--- config.mk ---
export PLATFORM = sky130hd
export DESIGN_NAME = pipe_hazard_ctrl_flat
export DESIGN_NICKNAME = d
export VERILOG_FILES = /design/src/rtl/pipe_hazard_ctrl_if.sv /design/src/rtl/pipe_hazard_ctrl.sv /design/src/flat_wrapper.sv
export SDC_FILE = /design/constraint.sdc
export NUM_CORES = 1
export LEC_CHECK = 0
export BUFFER_PORTS_ARGS = -buffer_cell sky130_fd_sc_hd__buf_4
export CORE_ASPECT_RATIO = 0.75
export CORE_MARGIN = 5
export CORE_UTILIZATION = 54
export DETAILED_ROUTE_END_ITERATION = 12
export GPL_ROUTABILITY_DRIVEN = 0
export PLACE_DENSITY = 0.86
export SYNTH_ARGS = -nofsm -noshare
export SYNTH_HDL_FRONTEND = slang
export SYNTH_SLANG_ARGS = --single-unit
--- constraint.sdc ---
create_clock -name clk -period 5.7 [get_ports clk]
set_clock_uncertainty 0.15 [all_clocks]
set_input_delay 0.57 -clock clk [delete_from_list [all_inputs] [get_ports clk]]
set_output_delay 0.57 -clock clk [all_outputs]
set_load 0.02 [all_outputs]
--- src/rtl/pipe_hazard_ctrl_if.sv ---
// Hazard-control bundle between the pipeline datapath (master) and the
// stall/flush/forward sequencer (slave).
interface pipe_hazard_ctrl_if #(
    parameter int CNT_W = 16
);
    logic [4:0]       id_rs1, id_rs2;
    logic             id_use_rs1, id_use_rs2;
    logic [4:0]       ex_rs1, ex_rs2, ex_rd;
    logic             ex_memread, ex_pcsel;
    logic [4:0]       mem_rd, wb_rd;
    logic             mem_regwrite, wb_regwrite;
    logic             mem_req, mem_ready;
    logic             halt_req, resume;

    logic             pc_write, if_id_write, id_ex_write, ex_mem_write;
    logic             if_id_flush, id_ex_flush, mem_wb_flush;
    logic [1:0]       fwd_a, fwd_b;
    logic [1:0]       state;
    logic             mem_err;
    logic [CNT_W-1:0] stall_cnt, flush_cnt;

    modport master (
        output id_rs1, id_rs2, id_use_rs1, id_use_rs2, ex_rs1, ex_rs2, ex_rd,
               ex_memread, ex_pcsel, mem_rd, wb_rd, mem_regwrite, wb_regwrite,
               mem_req, mem_ready, halt_req, resume,
        input  pc_write, if_id_write, id_ex_write, ex_mem_write,
               if_id_flush, id_ex_flush, mem_wb_flush,
               fwd_a, fwd_b, state, mem_err, stall_cnt, flush_cnt
    );

    modport slave (
        input  id_rs1, id_rs2, id_use_rs1, id_use_rs2, ex_rs1, ex_rs2, ex_rd,
               ex_memread, ex_pcsel, mem_rd, wb_rd, mem_regwrite, wb_regwrite,
               mem_req, mem_ready, halt_req, resume,
        output pc_write, if_id_write, id_ex_write, ex_mem_write,
               if_id_flush, id_ex_flush, mem_wb_flush,
               fwd_a, fwd_b, state, mem_err, stall_cnt, flush_cnt
    );
endinterface

--- src/rtl/pipe_hazard_ctrl.sv ---
// Stall/flush/forward sequencer for the 5-stage RV32I pipeline: load-use,
// taken control flow, data-memory waits with timeout, and halt/drain.
module pipe_hazard_ctrl #(
    parameter int MEM_TIMEOUT  = 64,
    parameter int DRAIN_CYCLES = 4,
    parameter int CNT_W        = 16
) (
    input  logic               clk,
    input  logic               reset,
    pipe_hazard_ctrl_if.slave  hz
);
    localparam int WAIT_W  = $clog2(MEM_TIMEOUT + 1);
    localparam int DRAIN_W = $clog2(DRAIN_CYCLES + 1);

    typedef enum logic [1:0] {
        RUN     = 2'b00,
        MEMWAIT = 2'b01,
        DRAIN   = 2'b10,
        HALT    = 2'b11
    } state_t;

    state_t             cur, nxt;
    logic [WAIT_W-1:0]  wait_q, wait_d;
    logic [DRAIN_W-1:0] drain_q, drain_d;
    logic               err_q, err_d;
    logic [CNT_W-1:0]   stall_q, flush_q;
    logic               stall_inc, flush_inc;
    logic               freeze, load_use, run_rules, hold;
    logic               pc_we, ifid_we, idex_we, exmem_we;
    logic               ifid_fl, idex_fl, memwb_fl;

    assign freeze   = hz.mem_req && !hz.mem_ready;
    assign load_use = hz.ex_memread && (hz.ex_rd != 5'd0) &&
                      ((hz.id_use_rs1 && hz.id_rs1 == hz.ex_rd) ||
                       (hz.id_use_rs2 && hz.id_rs2 == hz.ex_rd));

    assign hz.fwd_a = (hz.mem_regwrite && hz.mem_rd != 5'd0 && hz.mem_rd == hz.ex_rs1) ? 2'b10 :
                      (hz.wb_regwrite  && hz.wb_rd  != 5'd0 && hz.wb_rd  == hz.ex_rs1) ? 2'b01 : 2'b00;
    assign hz.fwd_b = (hz.mem_regwrite && hz.mem_rd != 5'd0 && hz.mem_rd == hz.ex_rs2) ? 2'b10 :
                      (hz.wb_regwrite  && hz.wb_rd  != 5'd0 && hz.wb_rd  == hz.ex_rs2) ? 2'b01 : 2'b00;

    always_ff @(posedge clk or posedge reset) begin
        if (reset) begin
            cur     <= RUN;
            wait_q  <= '0;
            drain_q <= '0;
            err_q   <= 1'b0;
            stall_q <= '0;
            flush_q <= '0;
        end else begin
            cur     <= nxt;
            wait_q  <= wait_d;
            drain_q <= drain_d;
            err_q   <= err_d;
            if (stall_inc && stall_q != '1) stall_q <= stall_q + 1'b1;
            if (flush_inc && flush_q != '1) flush_q <= flush_q + 1'b1;
        end
    end

    always_comb begin
        nxt       = cur;
        wait_d    = wait_q;
        drain_d   = drain_q;
        err_d     = err_q;
        stall_inc = 1'b0;
        flush_inc = 1'b0;
        run_rules = 1'b0;
        hold      = 1'b0;
        pc_we     = 1'b1;
        ifid_we   = 1'b1;
        idex_we   = 1'b1;
        exmem_we  = 1'b1;
        ifid_fl   = 1'b0;
        idex_fl   = 1'b0;
        memwb_fl  = 1'b0;

        case (cur)
            RUN: begin
                if (freeze) begin
                    hold   = 1'b1;
                    nxt    = MEMWAIT;
                    wait_d = WAIT_W'(1);
                end else begin
                    run_rules = 1'b1;
                end
            end
            MEMWAIT: begin
                stall_inc = 1'b1;
                if (freeze) begin
                    hold = 1'b1;
                    if (wait_q == WAIT_W'(MEM_TIMEOUT - 1)) begin
                        err_d = 1'b1;
                        nxt   = HALT;
                    end else begin
                        wait_d = wait_q + 1'b1;
                    end
                end else begin
                    run_rules = 1'b1;
                    nxt       = RUN;
                end
            end
            DRAIN: begin
                if (freeze) begin
                    hold = 1'b1;
                end else begin
                    pc_we   = 1'b0;
                    ifid_fl = 1'b1;
                    if (drain_q == DRAIN_W'(DRAIN_CYCLES - 1)) nxt = HALT;
                    else                                        drain_d = drain_q + 1'b1;
                end
            end
            default: begin
                pc_we    = 1'b0;
                ifid_we  = 1'b0;
                idex_we  = 1'b0;
                exmem_we = 1'b0;
                if (hz.resume && !err_q) nxt = RUN;
            end
        endcase

        if (hold) begin
            pc_we    = 1'b0;
            ifid_we  = 1'b0;
            idex_we  = 1'b0;
            exmem_we = 1'b0;
            memwb_fl = 1'b1;
        end

        // The cycle memory completes is a full RUN cycle, including a halt_req
        // in ID, so the ecall is not lost while leaving MEMWAIT.
        if (run_rules) begin
            if (hz.ex_pcsel) begin
                ifid_fl   = 1'b1;
                idex_fl   = 1'b1;
                flush_inc = 1'b1;
            end else if (load_use) begin
                pc_we     = 1'b0;
                ifid_we   = 1'b0;
                idex_fl   = 1'b1;
                stall_inc = 1'b1;
            end else if (hz.halt_req) begin
                pc_we   = 1'b0;
                ifid_fl = 1'b1;
                nxt     = DRAIN;
                drain_d = '0;
            end
        end
    end

    assign hz.pc_write     = pc_we;
    assign hz.if_id_write  = ifid_we;
    assign hz.id_ex_write  = idex_we;
    assign hz.ex_mem_write = exmem_we;
    assign hz.if_id_flush  = ifid_fl;
    assign hz.id_ex_flush  = idex_fl;
    assign hz.mem_wb_flush = memwb_fl;
    assign hz.state        = cur;
    assign hz.mem_err      = err_q;
    assign hz.stall_cnt    = stall_q;
    assign hz.flush_cnt    = flush_q;
endmodule

--- src/flat_wrapper.sv ---
// flat-port wrapper written by rule: the top's interface ports become plain ports
module pipe_hazard_ctrl_flat 
#(
    parameter int MEM_TIMEOUT  = 64,
    parameter int DRAIN_CYCLES = 4,
    parameter int CNT_W        = 16
)
  (clk, reset, hz_id_rs1, hz_id_rs2, hz_id_use_rs1, hz_id_use_rs2, hz_ex_rs1, hz_ex_rs2, hz_ex_rd, hz_ex_memread, hz_ex_pcsel, hz_mem_rd, hz_wb_rd, hz_mem_regwrite, hz_wb_regwrite, hz_mem_req, hz_mem_ready, hz_halt_req, hz_resume, hz_pc_write, hz_if_id_write, hz_id_ex_write, hz_ex_mem_write, hz_if_id_flush, hz_id_ex_flush, hz_mem_wb_flush, hz_fwd_a, hz_fwd_b, hz_state, hz_mem_err, hz_stall_cnt, hz_flush_cnt);
  pipe_hazard_ctrl_if #(.CNT_W(CNT_W)) hz_i ();
  input  logic clk;
  input  logic reset;
  input wire logic [$bits(hz_i.id_rs1)-1:0] hz_id_rs1;
  input wire logic [$bits(hz_i.id_rs2)-1:0] hz_id_rs2;
  input wire logic [$bits(hz_i.id_use_rs1)-1:0] hz_id_use_rs1;
  input wire logic [$bits(hz_i.id_use_rs2)-1:0] hz_id_use_rs2;
  input wire logic [$bits(hz_i.ex_rs1)-1:0] hz_ex_rs1;
  input wire logic [$bits(hz_i.ex_rs2)-1:0] hz_ex_rs2;
  input wire logic [$bits(hz_i.ex_rd)-1:0] hz_ex_rd;
  input wire logic [$bits(hz_i.ex_memread)-1:0] hz_ex_memread;
  input wire logic [$bits(hz_i.ex_pcsel)-1:0] hz_ex_pcsel;
  input wire logic [$bits(hz_i.mem_rd)-1:0] hz_mem_rd;
  input wire logic [$bits(hz_i.wb_rd)-1:0] hz_wb_rd;
  input wire logic [$bits(hz_i.mem_regwrite)-1:0] hz_mem_regwrite;
  input wire logic [$bits(hz_i.wb_regwrite)-1:0] hz_wb_regwrite;
  input wire logic [$bits(hz_i.mem_req)-1:0] hz_mem_req;
  input wire logic [$bits(hz_i.mem_ready)-1:0] hz_mem_ready;
  input wire logic [$bits(hz_i.halt_req)-1:0] hz_halt_req;
  input wire logic [$bits(hz_i.resume)-1:0] hz_resume;
  output wire logic [$bits(hz_i.pc_write)-1:0] hz_pc_write;
  output wire logic [$bits(hz_i.if_id_write)-1:0] hz_if_id_write;
  output wire logic [$bits(hz_i.id_ex_write)-1:0] hz_id_ex_write;
  output wire logic [$bits(hz_i.ex_mem_write)-1:0] hz_ex_mem_write;
  output wire logic [$bits(hz_i.if_id_flush)-1:0] hz_if_id_flush;
  output wire logic [$bits(hz_i.id_ex_flush)-1:0] hz_id_ex_flush;
  output wire logic [$bits(hz_i.mem_wb_flush)-1:0] hz_mem_wb_flush;
  output wire logic [$bits(hz_i.fwd_a)-1:0] hz_fwd_a;
  output wire logic [$bits(hz_i.fwd_b)-1:0] hz_fwd_b;
  output wire logic [$bits(hz_i.state)-1:0] hz_state;
  output wire logic [$bits(hz_i.mem_err)-1:0] hz_mem_err;
  output wire logic [$bits(hz_i.stall_cnt)-1:0] hz_stall_cnt;
  output wire logic [$bits(hz_i.flush_cnt)-1:0] hz_flush_cnt;
  assign hz_i.id_rs1 = hz_id_rs1;
  assign hz_i.id_rs2 = hz_id_rs2;
  assign hz_i.id_use_rs1 = hz_id_use_rs1;
  assign hz_i.id_use_rs2 = hz_id_use_rs2;
  assign hz_i.ex_rs1 = hz_ex_rs1;
  assign hz_i.ex_rs2 = hz_ex_rs2;
  assign hz_i.ex_rd = hz_ex_rd;
  assign hz_i.ex_memread = hz_ex_memread;
  assign hz_i.ex_pcsel = hz_ex_pcsel;
  assign hz_i.mem_rd = hz_mem_rd;
  assign hz_i.wb_rd = hz_wb_rd;
  assign hz_i.mem_regwrite = hz_mem_regwrite;
  assign hz_i.wb_regwrite = hz_wb_regwrite;
  assign hz_i.mem_req = hz_mem_req;
  assign hz_i.mem_ready = hz_mem_ready;
  assign hz_i.halt_req = hz_halt_req;
  assign hz_i.resume = hz_resume;
  assign hz_pc_write = hz_i.pc_write;
  assign hz_if_id_write = hz_i.if_id_write;
  assign hz_id_ex_write = hz_i.id_ex_write;
  assign hz_ex_mem_write = hz_i.ex_mem_write;
  assign hz_if_id_flush = hz_i.if_id_flush;
  assign hz_id_ex_flush = hz_i.id_ex_flush;
  assign hz_mem_wb_flush = hz_i.mem_wb_flush;
  assign hz_fwd_a = hz_i.fwd_a;
  assign hz_fwd_b = hz_i.fwd_b;
  assign hz_state = hz_i.state;
  assign hz_mem_err = hz_i.mem_err;
  assign hz_stall_cnt = hz_i.stall_cnt;
  assign hz_flush_cnt = hz_i.flush_cnt;
  pipe_hazard_ctrl #(.MEM_TIMEOUT(MEM_TIMEOUT), .DRAIN_CYCLES(DRAIN_CYCLES), .CNT_W(CNT_W)) u_core (.clk(clk), .reset(reset), .hz(hz_i));
endmodule
==> After elaboration in Yosys (flattened, before gate mapping) <==
Index checks and enable logic that the tools add are counted.
{ "word_totals": {"register_bits": 45, "in_bits": 47} }
{ "op_classes": {"n_reduce_logical": 26, "n_addsub": 4, "n_eq_ne": 15, "muxes": 56} }
{ "op_table": {"columns": ["operator", "n"], "rows": [
  ["$add 16x1->16 const B", 2],
  ["$ne 16x16->1 const B", 2],
  ["$mux 1", 31],
  ["$eq 5x5->1", 6],
  ["$mux 2", 12],
  ["$mux 3", 7],
  ["$mux 7", 3],
  ["$reduce_bool 5->1", 3],
  ["$logic_and 1x1->1", 14],
  ["$pmux 7 s2", 1],
  ["$add 7x1->7 const B", 1],
  ["$eq 7x6->1 const B", 1],
  ["$pmux 2 s3", 1],
  ["$ne 2x1->1 const B", 2],
  ["$reduce_and 4->1", 1],
  ["$add 3x1->3 const B", 1],
  ["$eq 3x2->1 const B", 1],
  ["$reduce_and 3->1", 1],
  ["$reduce_or 3->1", 1],
  ["$eq 2x1->1 const B", 1],
  ["$eq 2x2->1 const B", 1],
  ["$logic_not 1->1", 2],
  ["$logic_not 2->1", 1],
  ["$ne 2x2->1 const B", 1],
  ["other kinds (4)", 4]
]} }

==> Depth between registers and ports, before layout <==
{ "logic_depth": {"word_depth": 9, "depth_mapped": 8} }

==> Least setup slack after synthesis <==
OpenSTA, ideal clock, no wires.
{ "synth_path": {"path_type": "input to output", "start": "input hz_mem_rd[0]", "end": "output hz_fwd_a[0]", "path_slack_ps": 2793, "path_stages": 4, "n_path_buf": 0, "t_required_ps": 4980, "arrival_ps": 2187, "path_cell_list": "or4_1 o21ai_0 nor4_1 nor4_1"} }
{ "synth_via": {"elab_chain_len": 4, "elab_cells_between_ends": 5} }
{ "synth_lines": {"columns": ["item", "line_no", "source"], "rows": [
  ["start: declaration", "flat_wrapper.sv:21", "input wire logic [$bits(hz_i.mem_rd)-1:0] hz_mem_rd;"],
  ["$reduce_bool 5->1", "pipe_hazard_ctrl.sv:37", "assign hz.fwd_a = (hz.mem_regwrite && hz.mem_rd != 5'd0 && hz.mem_rd == hz.ex_rs1) ? 2'b10 :"],
  ["$logic_and 1x1->1", "pipe_hazard_ctrl.sv:37", null],
  ["$logic_and 1x1->1 *", "pipe_hazard_ctrl.sv:37", null],
  ["$mux 2 *", "pipe_hazard_ctrl.sv:37", null],
  ["end: declaration", "flat_wrapper.sv:36", "output wire logic [$bits(hz_i.fwd_a)-1:0] hz_fwd_a;"]
]} }
Every way passes the cells marked *; elsewhere a longest branch is shown, timed or not.

==> Worst setup path in the final report <==
Ends and elaborated chain as after synthesis.

==> metrics.md <==
| Metric | Value |
|---|---|
| Top Ports | 93 |
| Result of the run | complete, no violations |
| Sw Ratio | 0.370 |
| Detailed placer's ending HPWL | 5090 µm |
| Post-CTS Hold Buffers | 0 |
| Total congestion overflow after global routing | 0 |
| Sort of element at the end of the critical path | primary output |
| Crit path kind | in2out |
| H-Tree Level Count | 2 |
| Critical Path Fanout Max | 3 |
| Ys Warns | 0 |
| Floorplan die area | 0.00633 mm² |
| Multi-input gate area | 0.00143 mm² |
| Top area cells in the synthesized netlist | sky130_fd_sc_hd__dfrtp_1, sky130_fd_sc_hd__xor2_1, sky130_fd_sc_hd__xnor2_1, sky130_fd_sc_hd__nand2_1, sky130_fd_sc_hd__nand4_1 |
| Largest net degree at the start of global routing | 46 |
| Tightest Pin Transition | 0.554 ns |
| DRC viols | 0 |
| Final critical delay including setup and external delays | 2.82 ns |
| Hold_ws | 0.238 ns |
| Number of buffers added on ports | roughly 90 |
| Worst EP arrival | 2.10 ns |
| Rel. slew slack | 0.631 |
| Clock tree root buffer cell | sky130_fd_sc_hd__clkbuf_8 |
| Setup crit start kind | input port |
| Period utilisation layout | 0.495 |
| Source-to-sink clock delay at the later pin of the worst-skew pair | slightly above 0.3 ns |
| Post-route ant nets | 0 |
| Post-synthesis register bit count | 45 |
| Worst setup slack for register-to-register paths | 3.20 ns |
| Capture point of the worst reg-to-reg path | u_core.hz.stall_cnt[1] |
| Most frequent cell after synthesis | sky130_fd_sc_hd__dfrtp_1 |
| Starting utilization of the core area | 0.570 |
| Number of standard cells in the layout, taps in and fillers out | 420 |
| Total core area | 0.00457 mm² |
| Die height | 70.2 µm |
| Top cell type's share of synthesized area | 0.432 |
| Final Max Tran Viols | 0 |
| Global Route Usage Sum | 0.211 |
| Vias in the first global route | approximately 2300 |
| Net switching power of the design | between 300 and 400 µW |
| Worst setup slack after placement | 2.88 ns |
| Placed cell area | 0.00334 mm² |
| Row count | 21 |
| CTS clk-pin slew, worst paths | 0.09 ns |
| Unrepaired setup endpoints after global routing | no |
| Total via count in the routed design | approximately 2300 |
| Final standard cell area without fillers | 0.00345 mm² |
| Post-Syn Nets | between 300 and 400 |
| Post-route worst setup slack | 2.88 ns |
| Ys flop type | sky130_fd_sc_hd__dfrtp_1 |
| # Post-CTS Setup Buffers | 0 |
| Horizontal die dimension | 90.2 µm |
| Class of the tightest hold or removal check | in2async |
| Ratio of cells with drive above 1 in the final layout | 0.292 |
| Power density over the cells | 311 mW/mm² |
| Average cell area after synthesis | 9.72 µm² |
| Setup TNS | 0 ns |
| Count of endpoints failing setup in the final report | 0 |
| Combinational share of power | 0.350 |
| First-pass GRT wire length | 11000 µm |
| Part of the Yosys area used for sequential elements | 0.432 |
| Clock tree from TritonCTS | built |
| Final layout net count | 413 |
| Number of CTS-inserted buffers | 5 |
| Cell Int Power | 676 µW |
| Max-Cap Viols | 0 |
| Layout overhead on the synthesized area | 32.5% |
| Post-synthesis cell area | approximately 0.0026 mm² |
| Number of hold violations in the final report | 0 |
| Number of standard cells after synthesis | 268 |
| Leakage power total | 0.00169 µW |
| Clock share of power | 0.226 |
| Synth cell count leaders | sky130_fd_sc_hd__dfrtp_1, sky130_fd_sc_hd__xor2_1, sky130_fd_sc_hd__nand2_1 |
| Flop pwr share | 0.423 |
| Number of antenna violations at the first check in global routing | 0 |
| Distinct cells, synth | 42 |
| Required time at the endpoint of the critical path | 4.98 ns |
| Iter 0 DRT Violations | 96 |
| Async set-reset flop share out of synthesis | 1.00 |
| Mean number of vias per cell | 5.46 |
| Worst-case vdd ir drop | roughly 210 µV |
| Mean routed wirelength per cell | about 15 µm |
| Filler Cell Count | between 300 and 400 |
| First-pass DRT Iterations | 4 |
| Reg area | 0.00113 mm² |
| N_diodes | 0 |
| CTS max path bufs | 2 |
| Source of the worst register-to-register timing path | u_core.hz.stall_cnt[0] |
| Leading area contributor after synthesis | sky130_fd_sc_hd__dfrtp_1 |
| TritonCTS sink count | 45 |
| Placed cell count | 412 |
| Resized Gates After CTS | 0 |
| Number of cells on the worst reg-to-reg path | 6 |
| DRT Wirelength | 6460 µm |
| Post-synth EDFFs | 0 |
| Maximum clock rate | 355 MHz |
cell usage in the layout (no fill, tap or decap), types with 3 or more instances in the layout:
master / instances
sky130_fd_sc_hd__or4_1: 5
sky130_fd_sc_hd__xor2_1: 35
sky130_fd_sc_hd__buf_4: 93
sky130_fd_sc_hd__dfrtp_1: 45
sky130_fd_sc_hd__nor3_1: 6
sky130_fd_sc_hd__nand4_1: 11
sky130_fd_sc_hd__o21ai_0: 5
sky130_fd_sc_hd__clkbuf_8: 5
sky130_fd_sc_hd__xnor2_1: 29
sky130_fd_sc_hd__and4_1: 3
sky130_fd_sc_hd__and3_1: 5
sky130_fd_sc_hd__o21a_1: 3
sky130_fd_sc_hd__nand2b_1: 5
sky130_fd_sc_hd__ha_1: 4
sky130_fd_sc_hd__nor2b_1: 5
sky130_fd_sc_hd__inv_1: 4
sky130_fd_sc_hd__nand2_1: 34
sky130_fd_sc_hd__a21oi_1: 5
sky130_fd_sc_hd__nor2_1: 15
sky130_fd_sc_hd__nand3_1: 13
sky130_fd_sc_hd__nor4_1: 10
worst max-delay path, stage by stage:
cell and delay (ns):
sky130_fd_sc_hd__buf_4 0.12, sky130_fd_sc_hd__or4_1 0.53, sky130_fd_sc_hd__o21ai_0 0.24, sky130_fd_sc_hd__nor4_1 0.13, sky130_fd_sc_hd__nor4_1 0.30, sky130_fd_sc_hd__buf_4 0.20
cells by family after synthesis:
| family | count (synthesis) | synth area share |
|---|---|---|
| DFF | 45 | 0.432 |
| xor gates and xnor gates | 64 | 0.215 |
| muxes | 1 | 0.00432 |
| adders and majority gates | 4 | 0.0192 |
| and+or+nand+nor | 121 | 0.248 |
| AOI/OAI and AO/OA | 22 | 0.0600 |
| buffers and inverters | 11 | 0.0207 |
routing by layer:
metal	GRT usage	wire length (µm)	vias up
met5	0	0	-
met4	0.0347	47	0
met3	0.0708	462	6
met2	0.348	3110	74
met1	0.276	2840	1097
li1	-	-	1116
power by group through the flow:
stage	logic, µW	registers, µW	clock network [µW]
6_report	376	454	243
3_3_place_gp	367	456	0
2_1_floorplan	211	473	0
4_1_cts	381	453	245
5_1_grt	412	465	264
3_5_place_dp	380	458	0
through the flow:
stage                     total power (µW)   util
final                                 1070  0.755
after global routing                  1140  0.755
after CTS                             1080  0.755
after detailed placement               838  0.730
after global placement                 823  0.730
after floorplan                        683      -
layout make-up:
type,count,area share
Clock inverter,2,0.0112
Multi-Input combinational cell,212,0.413
Sequential cell,45,0.326
Tap cell,57,0.0207
Inverter,5,0.00544
Timing Repair Buffer,93,0.202
Clock buffer,6,0.0210
flip-flops by register name (all words and copies together), names as in the netlist:
name,cells
u_core.wait_q,7
u_core.hz.stall_cnt,16
u_core.hz.state,2
u_core.hz.mem_err,1
u_core.drain_q,3
u_core.hz.flush_cnt,16
worst max-delay path by stage:
| stage | end | startpoint | cells past startpoint | slack [ns] |
|---|---|---|---|---|
| floorplan | hz_fwd_a[0] | hz_mem_rd[0] | 4 | 2.79 |
| global placement | hz_pc_write | hz_ex_rd[1] | 8 | 2.92 |
| detailed placement | hz_fwd_a[0] | hz_mem_rd[0] | 6 | 2.88 |
| CTS | hz_fwd_a[0] | hz_mem_rd[0] | 6 | 2.88 |
| global route | hz_fwd_a[0] | hz_mem_rd[0] | 6 | 2.76 |
| finish | hz_fwd_a[0] | hz_mem_rd[0] | 6 | 2.88 |
No activity file was read; power rests on OpenSTA's default activity.
